<file path="src/rtl/dmem_bus_bridge.sv">
// Load/store bridge from the single-cycle datapath to a valid/ready data-memory bus; stalls the CPU until done.
// Optional misalign trap enabled by defining DMEM_MISALIGN_TRAP_EN (default: low address bits forced to size alignment).
module dmem_bus_bridge #(
  parameter int unsigned TIMEOUT = 255
) (
  input  logic        i_clk,
  input  logic        i_reset,
  input  logic        i_cpu_req,
  input  logic        i_cpu_we,
  input  logic [31:0] i_cpu_addr,
  input  logic [31:0] i_cpu_wdata,
  input  logic [1:0]  i_cpu_size,
  output logic [31:0] o_cpu_rdata,
  output logic        o_cpu_stall,
  output logic        o_bus_valid,
  input  logic        i_bus_ready,
  output logic        o_bus_we,
  output logic [31:0] o_bus_addr,
  output logic [31:0] o_bus_wdata,
  output logic [3:0]  o_bus_wstrb,
  input  logic        i_bus_rvalid,
  input  logic [31:0] i_bus_rdata,
  output logic        o_bus_err
);

  typedef enum logic [1:0] {S_IDLE, S_REQ, S_RESP, S_DONE} state_t;

  localparam logic [7:0] LP_TIMEOUT = 8'(TIMEOUT);

  state_t      r_state;
  logic [7:0]  r_cnt;
  logic [1:0]  r_off;
  logic [31:0] r_cpu_rdata;
  logic        r_bus_valid;
  logic        r_bus_we;
  logic [31:0] r_bus_addr;
  logic [31:0] r_bus_wdata;
  logic [3:0]  r_bus_wstrb;
  logic        r_bus_err;

  logic        w_is_byte;
  logic        w_is_half;
  logic [1:0]  w_off;
  logic [3:0]  w_wstrb;
  logic [31:0] w_wdata;
  logic        w_trap;
  logic [7:0]  w_cnt_inc;
  logic        w_cnt_expired;

  assign w_is_byte = (i_cpu_size == 2'b00);
  assign w_is_half = (i_cpu_size == 2'b01);

  // Size 11 falls through to word handling everywhere below.
  always_comb begin
    w_off   = 2'b00;
    w_wstrb = 4'b1111;
    w_wdata = i_cpu_wdata;
    if (w_is_byte) begin
      w_off   = i_cpu_addr[1:0];
      w_wstrb = 4'b0001 << i_cpu_addr[1:0];
      w_wdata = {4{i_cpu_wdata[7:0]}};
    end else if (w_is_half) begin
      w_off   = {i_cpu_addr[1], 1'b0};
      w_wstrb = 4'b0011 << {i_cpu_addr[1], 1'b0};
      w_wdata = {2{i_cpu_wdata[15:0]}};
    end
  end

`ifdef DMEM_MISALIGN_TRAP_EN
  assign w_trap = (w_is_half & i_cpu_addr[0]) |
                  (i_cpu_size[1] & (i_cpu_addr[1:0] != 2'b00));
`else
  assign w_trap = 1'b0;
`endif

  assign w_cnt_inc     = r_cnt + 8'd1;
  assign w_cnt_expired = (w_cnt_inc == LP_TIMEOUT);

  always_ff @(posedge i_clk) begin
    if (!i_reset) begin
      r_state     <= S_IDLE;
      r_cnt       <= 8'd0;
      r_off       <= 2'b00;
      r_cpu_rdata <= 32'd0;
      r_bus_valid <= 1'b0;
      r_bus_we    <= 1'b0;
      r_bus_addr  <= 32'd0;
      r_bus_wdata <= 32'd0;
      r_bus_wstrb <= 4'b0000;
      r_bus_err   <= 1'b0;
    end else begin
      r_bus_err <= 1'b0;
      case (r_state)
        S_IDLE: begin
          if (i_cpu_req) begin
            if (w_trap) begin
              r_state     <= S_DONE;
              r_bus_err   <= 1'b1;
              r_cpu_rdata <= 32'd0;
            end else begin
              r_state     <= S_REQ;
              r_cnt       <= 8'd0;
              r_off       <= w_off;
              r_bus_valid <= 1'b1;
              r_bus_we    <= i_cpu_we;
              r_bus_addr  <= {i_cpu_addr[31:2], 2'b00};
              r_bus_wdata <= w_wdata;
              r_bus_wstrb <= i_cpu_we ? w_wstrb : 4'b0000;
            end
          end
        end
        S_REQ: begin
          if (i_bus_ready) begin
            r_bus_valid <= 1'b0;
            r_cnt       <= 8'd0;
            r_state     <= r_bus_we ? S_DONE : S_RESP;
          end else if (w_cnt_expired) begin
            r_bus_valid <= 1'b0;
            r_bus_err   <= 1'b1;
            r_cpu_rdata <= 32'd0;
            r_state     <= S_DONE;
          end else begin
            r_cnt <= w_cnt_inc;
          end
        end
        S_RESP: begin
          if (i_bus_rvalid) begin
            r_cpu_rdata <= i_bus_rdata >> {r_off, 3'b000};
            r_state     <= S_DONE;
          end else if (w_cnt_expired) begin
            r_bus_err   <= 1'b1;
            r_cpu_rdata <= 32'd0;
            r_state     <= S_DONE;
          end else begin
            r_cnt <= w_cnt_inc;
          end
        end
        default: begin
          // One unstalled cycle lets the CPU commit before the next access.
          r_state <= S_IDLE;
        end
      endcase
    end
  end

  assign o_cpu_stall = i_cpu_req & (r_state != S_DONE);
  assign o_cpu_rdata = r_cpu_rdata;
  assign o_bus_valid = r_bus_valid;
  assign o_bus_we    = r_bus_we;
  assign o_bus_addr  = r_bus_addr;
  assign o_bus_wdata = r_bus_wdata;
  assign o_bus_wstrb = r_bus_wstrb;
  assign o_bus_err   = r_bus_err;

endmodule

</file>
<file path="config.mk">
export PLATFORM = sky130hd
export DESIGN_NAME = dmem_bus_bridge
export DESIGN_NICKNAME = d
export VERILOG_FILES = /design/src/rtl/dmem_bus_bridge.sv
export SDC_FILE = /design/constraint.sdc
export NUM_CORES = 1
export LEC_CHECK = 0
export ABC_AREA = 1
export BUFFER_PORTS_ARGS = -buffer_cell sky130_fd_sc_hd__buf_2
export CAP_MARGIN = 20
export CORE_MARGIN = 2
export CORE_UTILIZATION = 48
export CTS_CLUSTER_SIZE = 40
export DETAILED_ROUTE_END_ITERATION = 12
export PLACE_DENSITY = 0.89
export SYNTH_ARGS = -nofsm -noshare
export SYNTH_HDL_FRONTEND = slang
export SYNTH_SLANG_ARGS = --single-unit
</file>
<file path="constraint.sdc">
create_clock -name i_clk -period 2.3 [get_ports i_clk]
set_input_delay 0.115 -clock i_clk [delete_from_list [all_inputs] [get_ports i_clk]]
set_output_delay 0.115 -clock i_clk [all_outputs]
set_load 0.01 [all_outputs]
</file>
==> impl_results.md <==
* Outcome: completed
* RePlAce Congestion at 0.9072
* Startpoint types: flop
* EDFF count, synth at 0
* Port bufs at 205
* Maximum vdd drop at 675.3 uV
* YS warnings at 0
* Core Footprint at 0.01032 sq mm
* Setup TNS at 0 ns
* Vias in the first global route at 6392
* Post-synthesis sequential area ratio at 0.4446
* Clk Latency, worst-skew pair at 0.51 ns
* Worst R2R Start: r_state[0]
* H-Tree Depth at 4
* CTS Sinks at 113
* Hold path start: i_cpu_wdata[9]
* Worst r2r path cells at 7
* Hold Path End: o_bus_wdata[9]
* Minimum clock period at 2.184 ns
* Leading cell type in the layout, fill and taps excluded: buf_2
* Final design utilization at 0.7549
* Drt initial violations at 645
* CTS tree: built
* Routed Antenna Nets at 0
* Clock Skew at 0.01641 ns
* Crit. End Element: flop
* Worst R2R Setup Slack at 0.12 ns
* Cell variety after synth at 37
* Syn_area_per_cell at 7.561 sq um
* CP Class: reg -> reg
* Cell row count at 37
* DIE HEIGHT at 107.0 um
* First drt pass iteration count at 8
* DRC at 0
* Fin. max-slew vios at 0
* Period utilization at 0.9495
* Asr flop ratio synth at 0
* Die area at 0.01144 sq mm
* Fin. Hold Viols at 0
* Ports at 208
* DR vias at 6433
* CTS buffer count at 17
* Hold slack final at 0.02619 ns
* Rel. slew slack at 0.3757
* Reg clk slew, reported paths at 0.06 ns
* CP max FO at 45
* Lkg Pwr at 0.003808 uW
* Worst EP arrival at 2.61 ns
* Commonest non-fill, non-tap cells in the layout: 205 x buf_2, 124 x nor2_1, 112 x dfxtp_1, 92 x nand2_1, 88 x dlygate4sd3_1
* Dpl ws at 0.3114 ns
* Hold Crit Class: in -> reg
* Total Nets Final at 1071
* Initial core utilization at 0.4929
* Area delta synth->final at 53.16%
* Final WS setup at 0.1162 ns
* Reg2reg end: o_bus_addr[31]
* Max frequency at 457.9 MHz
* First-pass GRT wire length at 31930 um
* Worst slew pin tran at 0.9329 ns
* Largest net degree at the start of global routing at 59
* FF+latch area at 0.002263 sq mm
* Max-cap check violation count at 0
* Clock Path Buffers at 2
* Filler cells at 635
* Synth Flop Type: dfxtp_1
* Total gr overflow at 0
* Final setup fails at 0
* Power Dens Cells at 907.9 mW/mm^2
* Gr usage total at 0.3614
* Detailed placement HPWL at 10960 um
* Number of antenna violations at the first check in global routing at 1
* Unrepaired setup endpoints after global routing: false
* Layout cells sized above 1 at 0.2867
* Mapped Area at 0.005089 sq mm
* Via density per instance at 5.795
* Die width at 107.0 um
* Post-synthesis register bit count at 113
* Drt wl/cell at 18.74 um
* Root Buffer Master: clkbuf_8
* Data required time of the critical path at 2.73 ns
* Area of the multi-input gates at 0.002405 sq mm
* Total Wirelength at 20800 um
* Hold-critical path depth at 5
* Cells after Synth at 673
worst max-delay path, cell delays in order, from the launching register on:
cell and delay (ns):
dfxtp_1 0.37, inv_1 0.11, ha_1 0.27, nand2_2 0.15, buf_8 0.27, o21ai_0 0.15
dlygate4sd3_1 0.61, nor2_1 0.15
metal layers:
layer  routed length (um)  global-route usage  up-vias  share of wire
li1                     -                   -     2835              -
met3                 1885             0.09909      164          0.091
met1                 7280              0.3846     2911           0.35
met2                 9989              0.6096      523           0.48
met4                 1644              0.2699        0          0.079
met5                    0                   0        -              0
sequential cells by signal, indices dropped and copies added (netlist names):
signal	cells
o_bus_wdata	32
o_cpu_rdata	32
o_bus_addr	30
r_cnt	8
o_bus_wstrb	4
r_off	2
r_state	2
o_bus_err	1
o_bus_valid	1
o_bus_we	1
stage by stage:
stage          total power, uW  cell area [sq um]  cells
2_1_floorplan             3253               5092    674
6_report                  7076               7794   1110
5_1_grt                   7307               7791   1109
3_5_place_dp              3783               6211    986
3_3_place_gp              3757               6211    986
4_1_cts                   6829               7752   1106
logic make-up after synthesis:
family | synth area share
buf+inv | 0.08409
simple gates | 0.1999
mux | 0.02950
fa+ha+maj | 0.01721
flops | 0.4446
other cells | 0.0007369
compound gates | 0.2240
how the worst max path moves through the flow:
stage,depth (start not counted),end,start
2_1_floorplan,9,o_cpu_rdata[14],r_state[0]
3_3_place_gp,8,o_cpu_rdata[13],r_state[0]
3_5_place_dp,8,o_cpu_rdata[13],r_state[0]
4_1_cts,8,o_bus_wdata[29],r_state[0]
5_1_grt,7,o_bus_addr[31],r_state[0]
6_report,7,o_bus_addr[31],r_state[0]
power breakdown:
part / switching, uW / internal [uW] / leakage [uW]
combinational: 1040 / 690 / 0.00256
clock: 1000 / 1960 / 0.000317
sequential: 176 / 2210 / 0.000928
final cells by class:
cell class | count | area share
Antenna cell | 1 | 0.0003211
Tap cell | 136 | 0.02183
Multi-Input combinational cell | 455 | 0.3086
Timing Repair Buffer | 309 | 0.2626
Clock inverter | 12 | 0.02633
Inverter | 64 | 0.03147
Sequential cell | 113 | 0.2904
Clock buffer | 20 | 0.05844
Yosys cell counts, types with 2 or more instances:
master / n / area share
a211oi_1: 6 / 0.0089
a21oi_1: 39 / 0.038
a221oi_1: 2 / 0.0034
a22oi_1: 5 / 0.0074
a22oi_2: 5 / 0.012
a31oi_1: 8 / 0.0098
a32oi_1: 7 / 0.012
buf_1: 3 / 0.0022
buf_2: 3 / 0.0029
buf_4: 3 / 0.0044
buf_6: 2 / 0.0044
clkbuf_1: 31 / 0.023
dfxtp_1: 113 / 0.44
ha_1: 7 / 0.017
inv_1: 61 / 0.045
inv_2: 2 / 0.0015
mux2i_1: 15 / 0.030
nand2_1: 93 / 0.069
nand2_2: 2 / 0.0025
nand2_4: 3 / 0.0066
nand3_1: 21 / 0.021
nand4_1: 2 / 0.0025
nor2_1: 124 / 0.091
nor2_4: 2 / 0.0044
o211ai_1: 14 / 0.021
o21ai_0: 76 / 0.075
o221a_2: 7 / 0.015
o32ai_1: 8 / 0.014
repair_timing:
action | CTS | global route
setup buffers | 0 | 3
resized for setup | 0 | 11
hold buffers | 88 | 0
endpoints found under the hold margin | 74 | 0
setup endpoints to repair | 0 | 13
Power figures use the tool's default switching activity.
